==> config.mk <==
export PLATFORM = sky130hd
export DESIGN_NAME = osc_param_bus_arb_flat
export DESIGN_NICKNAME = d
export VERILOG_FILES = /design/src/rtl/osc_param_bus_arb_if.sv /design/src/rtl/osc_param_bus_arb.sv /design/src/flat_wrapper.sv
export SDC_FILE = /design/constraint.sdc
export NUM_CORES = 1
export LEC_CHECK = 0
export BUFFER_PORTS_ARGS = -buffer_cell sky130_fd_sc_hd__buf_2
export CAP_MARGIN = 15
export CELL_PAD_IN_SITES_DETAIL_PLACEMENT = 2
export CELL_PAD_IN_SITES_GLOBAL_PLACEMENT = 2
export CORE_ASPECT_RATIO = 0.75
export CORE_MARGIN = 1
export CORE_UTILIZATION = 30
export DETAILED_ROUTE_END_ITERATION = 8
export PLACE_DENSITY = 0.82
export SYNTH_ARGS = -nofsm -noshare
export SYNTH_HDL_FRONTEND = slang
export SYNTH_SLANG_ARGS = --single-unit
==> constraint.sdc <==
create_clock -name sCLK_XVXOSC -period 2.07 [get_ports sCLK_XVXOSC]
set_clock_uncertainty 0.15 [all_clocks]
set_input_delay 0.414 -clock sCLK_XVXOSC [delete_from_list [all_inputs] [get_ports sCLK_XVXOSC]]
set_output_delay 0.414 -clock sCLK_XVXOSC [all_outputs]
set_load 0.005 [all_outputs]
==> src/rtl/osc_param_bus_arb_if.sv <==
// Requester-side and oscillator parameter-bus signals of osc_param_bus_arb.
// slave = arbiter view, master = front end / osc register file view.
interface osc_param_bus_arb_if #(
  parameter int unsigned ADR_W  = 7,
  parameter int unsigned DATA_W = 8
);
  logic              req0, req1;
  logic              we0, we1;
  logic [ADR_W-1:0]  adr0, adr1;
  logic [DATA_W-1:0] wdata0, wdata1;
  logic              sel0, sel1;
  logic              ack0, ack1;
  logic [DATA_W-1:0] rdata0, rdata1;
  logic [ADR_W-1:0]  bus_adr;
  logic [DATA_W-1:0] bus_wdata;
  logic              bus_wdata_oe;
  logic              bus_write;
  logic              bus_read;
  logic              bus_osc_sel;
  logic              bus_patch_send;
  logic [DATA_W-1:0] bus_rdata;
  logic              busy;

  modport slave (
    input  req0, req1, we0, we1, adr0, adr1, wdata0, wdata1, sel0, sel1, bus_rdata,
    output ack0, ack1, rdata0, rdata1, bus_adr, bus_wdata, bus_wdata_oe,
           bus_write, bus_read, bus_osc_sel, bus_patch_send, busy
  );

  modport master (
    output req0, req1, we0, we1, adr0, adr1, wdata0, wdata1, sel0, sel1, bus_rdata,
    input  ack0, ack1, rdata0, rdata1, bus_adr, bus_wdata, bus_wdata_oe,
           bus_write, bus_read, bus_osc_sel, bus_patch_send, busy
  );
endinterface

==> src/rtl/osc_param_bus_arb.sv <==
// Arbitrates the osc patch-parameter bus between the CC path (0) and sysex engine (1)
// and sequences setup/strobe/hold cycles. Define OSC_ARB_FIXED_PRIO_EN for req0-first priority.
module osc_param_bus_arb #(
  parameter int unsigned ADR_W      = 7,
  parameter int unsigned DATA_W     = 8,
  parameter int unsigned SETUP_CYC  = 2,
  parameter int unsigned STROBE_CYC = 2,
  parameter int unsigned HOLD_CYC   = 1
) (
  input logic                sCLK_XVXOSC,
  input logic                iRST_N,
  osc_param_bus_arb_if.slave bus
);
  localparam int unsigned CNT_W = 4;
  // Counters reload with length-1; a zero length is stretched to one cycle.
  localparam logic [CNT_W-1:0] SETUP_LD  = CNT_W'((SETUP_CYC  == 0) ? 0 : SETUP_CYC  - 1);
  localparam logic [CNT_W-1:0] STROBE_LD = CNT_W'((STROBE_CYC == 0) ? 0 : STROBE_CYC - 1);
  localparam logic [CNT_W-1:0] HOLD_LD   = CNT_W'((HOLD_CYC   == 0) ? 0 : HOLD_CYC   - 1);
  localparam logic [CNT_W-1:0] CAPT_LD   = CNT_W'(1);

  typedef enum logic [2:0] {S_IDLE, S_SETUP, S_STROBE, S_CAPT, S_HOLD, S_DONE} state_t;

  state_t            state_q, state_d;
  logic [CNT_W-1:0]  cnt_q, cnt_d;
  logic              last_grant_q, last_grant_d;
  logic              gnt_q, gnt_d;
  logic              we_q, we_d;
  logic [ADR_W-1:0]  adr_q, adr_d;
  logic [DATA_W-1:0] wdata_q, wdata_d;
  logic [DATA_W-1:0] rdata0_q, rdata0_d, rdata1_q, rdata1_d;
  logic              oe_q, oe_d, write_q, write_d, read_q, read_d;
  logic              sel_q, sel_d, ps_q, ps_d, busy_q, busy_d;
  logic              ack0_q, ack0_d, ack1_q, ack1_d;
  logic              win_c;

  // Winner among pending requests (only consulted in IDLE).
`ifdef OSC_ARB_FIXED_PRIO_EN
  assign win_c = ~bus.req0;
`else
  assign win_c = (bus.req0 && bus.req1) ? ~last_grant_q : bus.req1;
`endif

  always_ff @(posedge sCLK_XVXOSC or negedge iRST_N) begin
    if (!iRST_N) begin
      state_q      <= S_IDLE;
      cnt_q        <= '0;
      last_grant_q <= 1'b1;
      gnt_q        <= 1'b0;
      we_q         <= 1'b0;
      adr_q        <= '0;
      wdata_q      <= '0;
      rdata0_q     <= '0;
      rdata1_q     <= '0;
      oe_q         <= 1'b0;
      write_q      <= 1'b0;
      read_q       <= 1'b0;
      sel_q        <= 1'b0;
      ps_q         <= 1'b0;
      busy_q       <= 1'b0;
      ack0_q       <= 1'b0;
      ack1_q       <= 1'b0;
    end else begin
      state_q      <= state_d;
      cnt_q        <= cnt_d;
      last_grant_q <= last_grant_d;
      gnt_q        <= gnt_d;
      we_q         <= we_d;
      adr_q        <= adr_d;
      wdata_q      <= wdata_d;
      rdata0_q     <= rdata0_d;
      rdata1_q     <= rdata1_d;
      oe_q         <= oe_d;
      write_q      <= write_d;
      read_q       <= read_d;
      sel_q        <= sel_d;
      ps_q         <= ps_d;
      busy_q       <= busy_d;
      ack0_q       <= ack0_d;
      ack1_q       <= ack1_d;
    end
  end

  // Next state and next values of the registered bus/requester outputs.
  always_comb begin
    state_d      = state_q;
    cnt_d        = cnt_q;
    last_grant_d = last_grant_q;
    gnt_d        = gnt_q;
    we_d         = we_q;
    adr_d        = adr_q;
    wdata_d      = wdata_q;
    rdata0_d     = rdata0_q;
    rdata1_d     = rdata1_q;
    oe_d         = oe_q;
    write_d      = write_q;
    read_d       = read_q;
    sel_d        = sel_q;
    ps_d         = ps_q;
    busy_d       = busy_q;
    ack0_d       = 1'b0;
    ack1_d       = 1'b0;
    unique case (state_q)
      S_IDLE: begin
        if (bus.req0 || bus.req1) begin
          gnt_d        = win_c;
          last_grant_d = win_c;
          we_d         = win_c ? bus.we1    : bus.we0;
          adr_d        = win_c ? bus.adr1   : bus.adr0;
          wdata_d      = win_c ? bus.wdata1 : bus.wdata0;
          sel_d        = win_c ? bus.sel1   : bus.sel0;
          oe_d         = we_d;
          busy_d       = 1'b1;
          cnt_d        = SETUP_LD;
          state_d      = S_SETUP;
        end
      end
      S_SETUP: begin
        if (cnt_q == '0) begin
          write_d = we_q;
          read_d  = ~we_q;
          cnt_d   = STROBE_LD;
          state_d = S_STROBE;
        end else begin
          cnt_d = cnt_q - CNT_W'(1);
        end
      end
      S_STROBE: begin
        if (cnt_q == '0) begin
          write_d = 1'b0;
          read_d  = 1'b0;
          if (we_q) begin
            cnt_d   = HOLD_LD;
            state_d = S_HOLD;
          end else begin
            ps_d    = 1'b1;
            cnt_d   = CAPT_LD;
            state_d = S_CAPT;
          end
        end else begin
          cnt_d = cnt_q - CNT_W'(1);
        end
      end
      S_CAPT: begin
        if (cnt_q == '0) begin
          ps_d = 1'b0;
          if (gnt_q) rdata1_d = bus.bus_rdata;
          else       rdata0_d = bus.bus_rdata;
          cnt_d   = HOLD_LD;
          state_d = S_HOLD;
        end else begin
          cnt_d = cnt_q - CNT_W'(1);
        end
      end
      S_HOLD: begin
        if (cnt_q == '0) begin
          ack0_d  = ~gnt_q;
          ack1_d  = gnt_q;
          oe_d    = 1'b0;
          sel_d   = 1'b0;
          busy_d  = 1'b0;
          state_d = S_DONE;
        end else begin
          cnt_d = cnt_q - CNT_W'(1);
        end
      end
      S_DONE:  state_d = S_IDLE;
      default: state_d = S_IDLE;
    endcase
  end

  assign bus.ack0           = ack0_q;
  assign bus.ack1           = ack1_q;
  assign bus.rdata0         = rdata0_q;
  assign bus.rdata1         = rdata1_q;
  assign bus.bus_adr        = adr_q;
  assign bus.bus_wdata      = wdata_q;
  assign bus.bus_wdata_oe   = oe_q;
  assign bus.bus_write      = write_q;
  assign bus.bus_read       = read_q;
  assign bus.bus_osc_sel    = sel_q;
  assign bus.bus_patch_send = ps_q;
  assign bus.busy           = busy_q;
endmodule

==> src/flat_wrapper.sv <==
// flat-port wrapper written by rule: the top's interface ports become plain ports
module osc_param_bus_arb_flat 
#(
  parameter int unsigned ADR_W      = 7,
  parameter int unsigned DATA_W     = 8,
  parameter int unsigned SETUP_CYC  = 2,
  parameter int unsigned STROBE_CYC = 2,
  parameter int unsigned HOLD_CYC   = 1
)
  (sCLK_XVXOSC, iRST_N, bus_req0, bus_req1, bus_we0, bus_we1, bus_adr0, bus_adr1, bus_wdata0, bus_wdata1, bus_sel0, bus_sel1, bus_bus_rdata, bus_ack0, bus_ack1, bus_rdata0, bus_rdata1, bus_bus_adr, bus_bus_wdata, bus_bus_wdata_oe, bus_bus_write, bus_bus_read, bus_bus_osc_sel, bus_bus_patch_send, bus_busy);
  osc_param_bus_arb_if #(.ADR_W(ADR_W), .DATA_W(DATA_W)) bus_i ();
  input logic sCLK_XVXOSC;
  input logic iRST_N;
  input wire logic [$bits(bus_i.req0)-1:0] bus_req0;
  input wire logic [$bits(bus_i.req1)-1:0] bus_req1;
  input wire logic [$bits(bus_i.we0)-1:0] bus_we0;
  input wire logic [$bits(bus_i.we1)-1:0] bus_we1;
  input wire logic [$bits(bus_i.adr0)-1:0] bus_adr0;
  input wire logic [$bits(bus_i.adr1)-1:0] bus_adr1;
  input wire logic [$bits(bus_i.wdata0)-1:0] bus_wdata0;
  input wire logic [$bits(bus_i.wdata1)-1:0] bus_wdata1;
  input wire logic [$bits(bus_i.sel0)-1:0] bus_sel0;
  input wire logic [$bits(bus_i.sel1)-1:0] bus_sel1;
  input wire logic [$bits(bus_i.bus_rdata)-1:0] bus_bus_rdata;
  output wire logic [$bits(bus_i.ack0)-1:0] bus_ack0;
  output wire logic [$bits(bus_i.ack1)-1:0] bus_ack1;
  output wire logic [$bits(bus_i.rdata0)-1:0] bus_rdata0;
  output wire logic [$bits(bus_i.rdata1)-1:0] bus_rdata1;
  output wire logic [$bits(bus_i.bus_adr)-1:0] bus_bus_adr;
  output wire logic [$bits(bus_i.bus_wdata)-1:0] bus_bus_wdata;
  output wire logic [$bits(bus_i.bus_wdata_oe)-1:0] bus_bus_wdata_oe;
  output wire logic [$bits(bus_i.bus_write)-1:0] bus_bus_write;
  output wire logic [$bits(bus_i.bus_read)-1:0] bus_bus_read;
  output wire logic [$bits(bus_i.bus_osc_sel)-1:0] bus_bus_osc_sel;
  output wire logic [$bits(bus_i.bus_patch_send)-1:0] bus_bus_patch_send;
  output wire logic [$bits(bus_i.busy)-1:0] bus_busy;
  assign bus_i.req0 = bus_req0;
  assign bus_i.req1 = bus_req1;
  assign bus_i.we0 = bus_we0;
  assign bus_i.we1 = bus_we1;
  assign bus_i.adr0 = bus_adr0;
  assign bus_i.adr1 = bus_adr1;
  assign bus_i.wdata0 = bus_wdata0;
  assign bus_i.wdata1 = bus_wdata1;
  assign bus_i.sel0 = bus_sel0;
  assign bus_i.sel1 = bus_sel1;
  assign bus_i.bus_rdata = bus_bus_rdata;
  assign bus_ack0 = bus_i.ack0;
  assign bus_ack1 = bus_i.ack1;
  assign bus_rdata0 = bus_i.rdata0;
  assign bus_rdata1 = bus_i.rdata1;
  assign bus_bus_adr = bus_i.bus_adr;
  assign bus_bus_wdata = bus_i.bus_wdata;
  assign bus_bus_wdata_oe = bus_i.bus_wdata_oe;
  assign bus_bus_write = bus_i.bus_write;
  assign bus_bus_read = bus_i.bus_read;
  assign bus_bus_osc_sel = bus_i.bus_osc_sel;
  assign bus_bus_patch_send = bus_i.bus_patch_send;
  assign bus_busy = bus_i.busy;
  osc_param_bus_arb #(.ADR_W(ADR_W), .DATA_W(DATA_W), .SETUP_CYC(SETUP_CYC), .STROBE_CYC(STROBE_CYC), .HOLD_CYC(HOLD_CYC)) u_core (.sCLK_XVXOSC(sCLK_XVXOSC), .iRST_N(iRST_N), .bus(bus_i));
endmodule
==> summary.txt, run 1 <==
Synthesis
  • Syn Nets: 251
  • Sequential element share of the synthesized area: between 50% and 60%
  • Post-Syn Instances: approximately 200
  • Synth Area in XOR/XNOR: less than 1%
  • Ys Warns: 0
  • Synthesized cell area: between 2000 and 2500 um2
  • Leading area contributor after synthesis: dfrtp_1
  • Synth unique cells: 52
  • Share of synthesized area spent on multiplexers: 15.3%
  • Primary FF master, synth: dfrtp_1
  • Largest family of logic cells by synthesized area: multiplexers
  • Post-synth ARST share: between 90% and 100%
  • Post-synthesis compound-gate area fraction: 11.0%
  • Adder-cell share of the synthesized area: 1.58%
  • Seq cells post-synth: 49
  • Synth area leaders: dfrtp_1 52%, mux2i_1 7.4%, mux2_1 3.9%
  • Syn avg cell area: 11.3 um2
  • Simple-gate portion of the synthesized area: between 15 and 20%
  • Synth top area share: a little over half
  • EDFF count, synth: 0

CTS
  • CTS tree: yes
  • Clock Path Buffers: 2
  • CTS Buf Count: 5
  • Clk Latency, worst-skew pair: 0.30 ns
  • CTS Root Cell: clkbuf_8
  • Clock sinks: 49
  • CTS HTree Levels: 2
  • CTS clk-pin slew, worst paths: 0.10 ns

Cells and area
  • Filler instances: 809
  • Post-route insts no fill: ~410
  • Commonest cells after routing, fill and taps aside: 84 x buf_2, 48 x dfrtp_1, 23 x nand2_1, 17 x mux2i_1, 17 x o21ai_0
  • Flip-flop and latch area: 1230 um2
  • Final core utilization: 42.2%
  • Final Net Count: 351
  • Leading cell type in the layout, fill and taps excluded: buf_2
  • Layout cells sized above 1: 44.7%
  • # diodes: 0
  • Syn-to-layout area delta: 35.7%
  • Multi-input gate area: 1050 um2

Die
  • Core area: 7360 um2
  • IO Pins: 85
  • Die span in x: between 100 and 150 um
  • Die H: around 78 um
  • Starting Density: 31.1%
  • Row cnt: 27
  • Die area: 7990 um2

Detailed routing
  • DRC violations left: 0
  • First-pass DRT Iterations: 3
  • Post-route ant nets: 0
  • Via/cell ratio: 4.84
  • Vias: a little under 2000
  • DR iter-0 viols: between 40 and 50
  • Mean routed wirelength per cell: 16.4 um
  • Routed Wire Length: 6630 um

Timing
  • Relative slew slack: 63.7%
  • Final TNS setup: 0 ns
  • Final Max Slew Viols: 0
  • Setup violators final: 0
  • Fin crit share: 95.0%
  • Minimum clock period: approximately 2 ns
  • Worst slew pin tran: 0.544 ns
  • Fmax: 509 MHz
  • Hold slack: 0.211 ns
  • Final Hold Viols: 0

Worst setup path
  • CP required: 2.10 ns
  • Crit path max-delay family: simple AND/OR/NAND/NOR gates
  • Crit-path max cell delay: 0.41 ns
  • CP max-delay cell: dfrtp_1
  • Critical-path cell list: inv_1 -> ha_4 -> nor3b_4 -> nand3_2 -> nor2_4 -> buf_12 -> mux2_1
  • Worst setup EP type: flip-flop
  • WP buf/inv: 2
  • Startpoint types: flip-flop
  • Worst setup path class: flip-flop to flip-flop
  • CP max FO: 8
  • Worst EP arrival: 2.00 ns

Global route
  • Global Route Usage Sum: between 10% and 20%
  • Global-route wire length before repair: 10400 um
  • Largest net degree at the start of global routing: 27
  • Grt total ovfl: 0
  • Initial antenna violation count: 0
  • Vias in the first global route: about 2100

Hold path
  • Worst min path class: primary input to flip-flop

Power
  • Leak Pwr: 1.49 nW
  • Peak VDD IR: 0.372 mV
  • Pwr dens: 1330 nW/um2

Placed design
  • Port bufs: 84
  • Post-DP HPWL: 5110 um
  • Placed cells: 392
  • RePlAce Congestion: 0.722

Outcome
  • Status: finished clean

Run
  • Max-Cap Viols: 0
==> final timing paths <==
path	from	end	slack (ns)	depth (start not counted)
min reg2reg	u_core.gnt_q	u_core.bus.ack0	0.30	1
max	u_core.cnt_q[1]	u_core.bus.rdata1[3]	0.10	7
max in group asynchronous	iRST_N	u_core.last_grant_q	0.78	3
min in group asynchronous	iRST_N	u_core.cnt_q[2]	0.41	2
min	bus_bus_rdata[1]	u_core.bus.rdata1[1]	0.21	2
max reg2reg	u_core.cnt_q[1]	u_core.bus.rdata1[3]	0.10	7
==> report_power, final <==
group | internal [mW] | leakage [nW] | switching, mW | total (mW)
sequential | 1.39 | 0.600 | 0.307 | 1.70
combinational | 0.959 | 0.855 | 0.906 | 1.86
clock | 0.239 | 0.0374 | 0.329 | 0.567
==> routing by layer <==
layer	GRT usage [%]	up-vias	share of wire (%)
met5	0	-	0
met4	2.11	0	0
li1	-	926	-
met1	21.0	972	45
met2	30.1	63	49
met3	3.78	0	6.1
==> sequential cells by signal, summed over array words and instances (netlist names) <==
name	flops
u_core.state_q	3
u_core.bus.rdata1	8
u_core.bus.bus_read	1
u_core.bus.ack0	1
u_core.bus.bus_osc_sel	1
u_core.bus.bus_write	1
u_core.cnt_q	4
u_core.bus.bus_adr	7
u_core.gnt_q	1
u_core.we_q	1
u_core.bus.busy	1
u_core.bus.bus_patch_send	1
u_core.bus.ack1	1
u_core.bus.bus_wdata_oe	1
u_core.bus.rdata0	8
u_core.bus.bus_wdata	8
u_core.last_grant_q	1
==> metrics by stage <==
step	setup WS [ns]	power, mW	area (um2)
2_1_floorplan	0.182	2.66	2290
3_3_place_gp	0.138	3.34	2920
3_5_place_dp	-0.000238	3.49	2920
4_1_cts	0.00478	4.09	3030
5_1_grt	-0.00405	4.51	3110
6_report	0.104	4.13	3110
==> area by class of cell <==
class,count,share of cell area (%)
multi-input combinational,141,33.7
sequential,49,39.5
clock inverter,2,0.483
clock buffer,6,2.34
tap,101,4.07
inverter,3,0.362
timing repair buffer,103,19.5
==> logic make-up after synthesis <==
kind of cell,Yosys count
muxes,33
AOI/OAI and AO/OA,42
buffers and inverters,13
adders and majority gates,3
xor gates and xnor gates,1
and+or+nand+nor,62
DFF,49
==> Yosys cell counts (3+ instances only) <==
master,count
dfrtp_1,48
nand2_1,23
mux2i_1,17
o21ai_0,17
mux2_1,8
mux2_2,8
nand3_1,8
nor2_1,8
a21oi_1,5
nor3_1,4
o21ai_1,4
buf_2,3
clkbuf_1,3
inv_1,3
==> timing repair <==
action,in CTS,in global routing
hold buffers,1,0
gates resized for setup,1,9
setup endpoints to repair,9,21
buffers inserted,1,3
pin swaps,1,3
endpoints found under the hold margin,11,0
(Power assumes the default switching activity.)
==> inputs of run 2 (changes only) <==
--- a/config.mk
+++ b/config.mk
@@ -13,7 +13,7 @@
 export CORE_MARGIN = 1
 export CORE_UTILIZATION = 30
 export DETAILED_ROUTE_END_ITERATION = 8
-export PLACE_DENSITY = 0.82
+export PLACE_DENSITY_LB_ADDON = 0.05
 export SYNTH_ARGS = -nofsm -noshare
 export SYNTH_HDL_FRONTEND = slang
 export SYNTH_SLANG_ARGS = --single-unit
==> summary.txt, run 2 (synthesized netlist as in run 1, its figures left out) <==
Worst setup path
  • CP max-delay cell: dfrtp_1
  • R2R setup slack: 0.10 ns (about the same)
  • Crit-path max cell delay: 0.42 ns (about the same)
  • CP required: 2.12 ns (+0.02 ns)
  • Crit path max-delay family: simple AND/OR/NAND/NOR gates
  • Worst setup path class: flip-flop to flip-flop
  • Worst setup EP type: flip-flop
  • WP buf/inv: 1 (-1)
  • Critical-path cell list: inv_2 -> ha_4 -> nor3b_4 -> nand3_2 -> nor2_4 -> mux2_1
  • Startpoint types: flip-flop
  • CP max FO: 8 (unchanged)
  • Worst EP arrival: 2.01 ns (about the same)

Timing
  • Fmax: 508 MHz (-0.17%)
  • Worst slew pin tran: 0.526 ns (-0.0180 ns)
  • Relative slew slack: 64.9% (+1.2 points)
  • Final TNS setup: 0 ns (unchanged)
  • Setup violators final: 0 (unchanged)
  • Final Max Slew Viols: 0 (unchanged)
  • Fin crit share: 95.1% (+0.16 points)
  • Minimum clock period: 1.97 ns (+0.00328 ns)
  • Final Hold Viols: 0 (unchanged)
  • RSZ-0062 raised after global routing: yes

CTS
  • CTS clk-pin slew, worst paths: 0.09 ns (about the same)
  • Clk Latency, worst-skew pair: 0.31 ns (about the same)
  • CTS Root Cell: clkbuf_8
  • CTS Buf Count: 5 (unchanged)
  • Clock sinks: 49 (unchanged)
  • CTS HTree Levels: 2 (unchanged)
  • Clock Path Buffers: 2 (unchanged)
  • CTS tree: yes

Global route
  • Global Route Usage Sum: 16.7% (-0.061 points)
  • Global-route wire length before repair: 10300 um (-0.93%)
  • Initial antenna violation count: 0 (unchanged)
  • Grt total ovfl: 0 (unchanged)
  • Vias in the first global route: 2020 (-3.9%)
  • Largest net degree at the start of global routing: 36 (+33%)

Die
  • Die area: 7990 um2 (unchanged)
  • Starting Density: 31.1% (unchanged)
  • Die H: 77.7 um (unchanged)
  • IO Pins: 85 (unchanged)
  • Row cnt: 27 (unchanged)
  • Die span in x: 103 um (unchanged)
  • Core area: 7360 um2 (unchanged)

Detailed routing
  • First-pass DRT Iterations: 4 (+1)
  • Via/cell ratio: 4.78 (-1.3%)
  • Mean routed wirelength per cell: 15.6 um (-4.8%)
  • DRC violations left: 0 (unchanged)
  • DR iter-0 viols: 35 (-17%)
  • Post-route ant nets: 0 (unchanged)
  • Vias: 1917 (-2.2%)
  • Routed Wire Length: 6250 um (-5.7%)

Placed design
  • Port bufs: 84 (unchanged)
  • RePlAce Congestion: 0.696 (-3.6%)
  • Post-DP HPWL: 4710 um (-7.8%)

Cells and area
  • Final Net Count: 348 (-0.85%)
  • Layout cells sized above 1: 43.7% (-1.1 points)
  • Syn-to-layout area delta: 34.3%
  • Filler instances: 836 (+3.3%)
  • # diodes: 0 (unchanged)
  • Commonest cells after routing, fill and taps aside: 84 x buf_2, 48 x dfrtp_1, 23 x nand2_1, 17 x mux2i_1, 17 x o21ai_0
  • Leading cell type in the layout, fill and taps excluded: buf_2

Run
  • Max-Cap Viols: 0 (unchanged)

Power
  • Leak Pwr: 1.50 nW (+0.69%)
  • Tot Pwr: 4.20 mW (+1.6%)
  • Pwr dens: 1370 nW/um2 (+2.6%)
  • Peak VDD IR: 0.494 mV (+33%)

Outcome
  • Status: finished clean

Hold path
  • Worst min path class: primary input to flip-flop
==> run 2: what timing repair did <==
action                                  CTS  global route
resized for setup                         0             6
hold endpoints to repair                 13             0
hold buffers                              1             0
buffers inserted                          0             2
endpoints found under the setup margin    0            17
==> run 2: cell type report <==
type	count	area (um2)	share of cell area, %
clock buffer	5	68.8	2.24
clock inverter	2	38.8	1.26
inverter	3	11.3	0.366
multi-input combinational	141	1020	33.2
sequential	49	1230	39.9
tap	101	126	4.11
timing repair buffer	100	581	18.9
==> run 2: final timing paths <==
path                                   from                       to  cells after the start
setup / recovery            u_core.cnt_q[1]     u_core.bus.rdata1[3]                      6
hold / removal             bus_bus_rdata[2]     u_core.bus.rdata1[2]                      2
setup reg to reg            u_core.cnt_q[1]     u_core.bus.rdata1[3]                      6
hold reg to reg                u_core.gnt_q          u_core.bus.ack0                      1
max in group asynchronous            iRST_N     u_core.bus.rdata1[5]                      3
min in group asynchronous            iRST_N  u_core.bus.bus_wdata[2]                      2
==> run 2: layer usage <==
layer	global-route usage (%)	vias to the layer above	wire, um
li1	-	914	-
met1	24.0	945	3040
met2	24.5	52	2790
met3	4.59	6	387
met4	4.65	0	37
met5	0	-	0
==> run 2: through the flow <==
step	hold WS (ns)	setup WS, ns	util (%)	instance area [um2]	cells
finish	0.187	0.101	41.8	3080	401
global route	0.186	-0.0242	41.8	3080	401
CTS	0.179	0.0250	41.3	3040	399
detailed placement	0.214	0.0433	39.7	2920	391
global placement	0.220	0.100	39.7	2920	391
floorplan	-0.0316	0.182	-	2290	203
==> run 2: power by group <==
part | switching [mW] | internal [mW] | total (mW)
Sequential | 0.316 | 1.39 | 1.71
Clock | 0.339 | 0.358 | 0.698
Combinational | 0.870 | 0.923 | 1.79
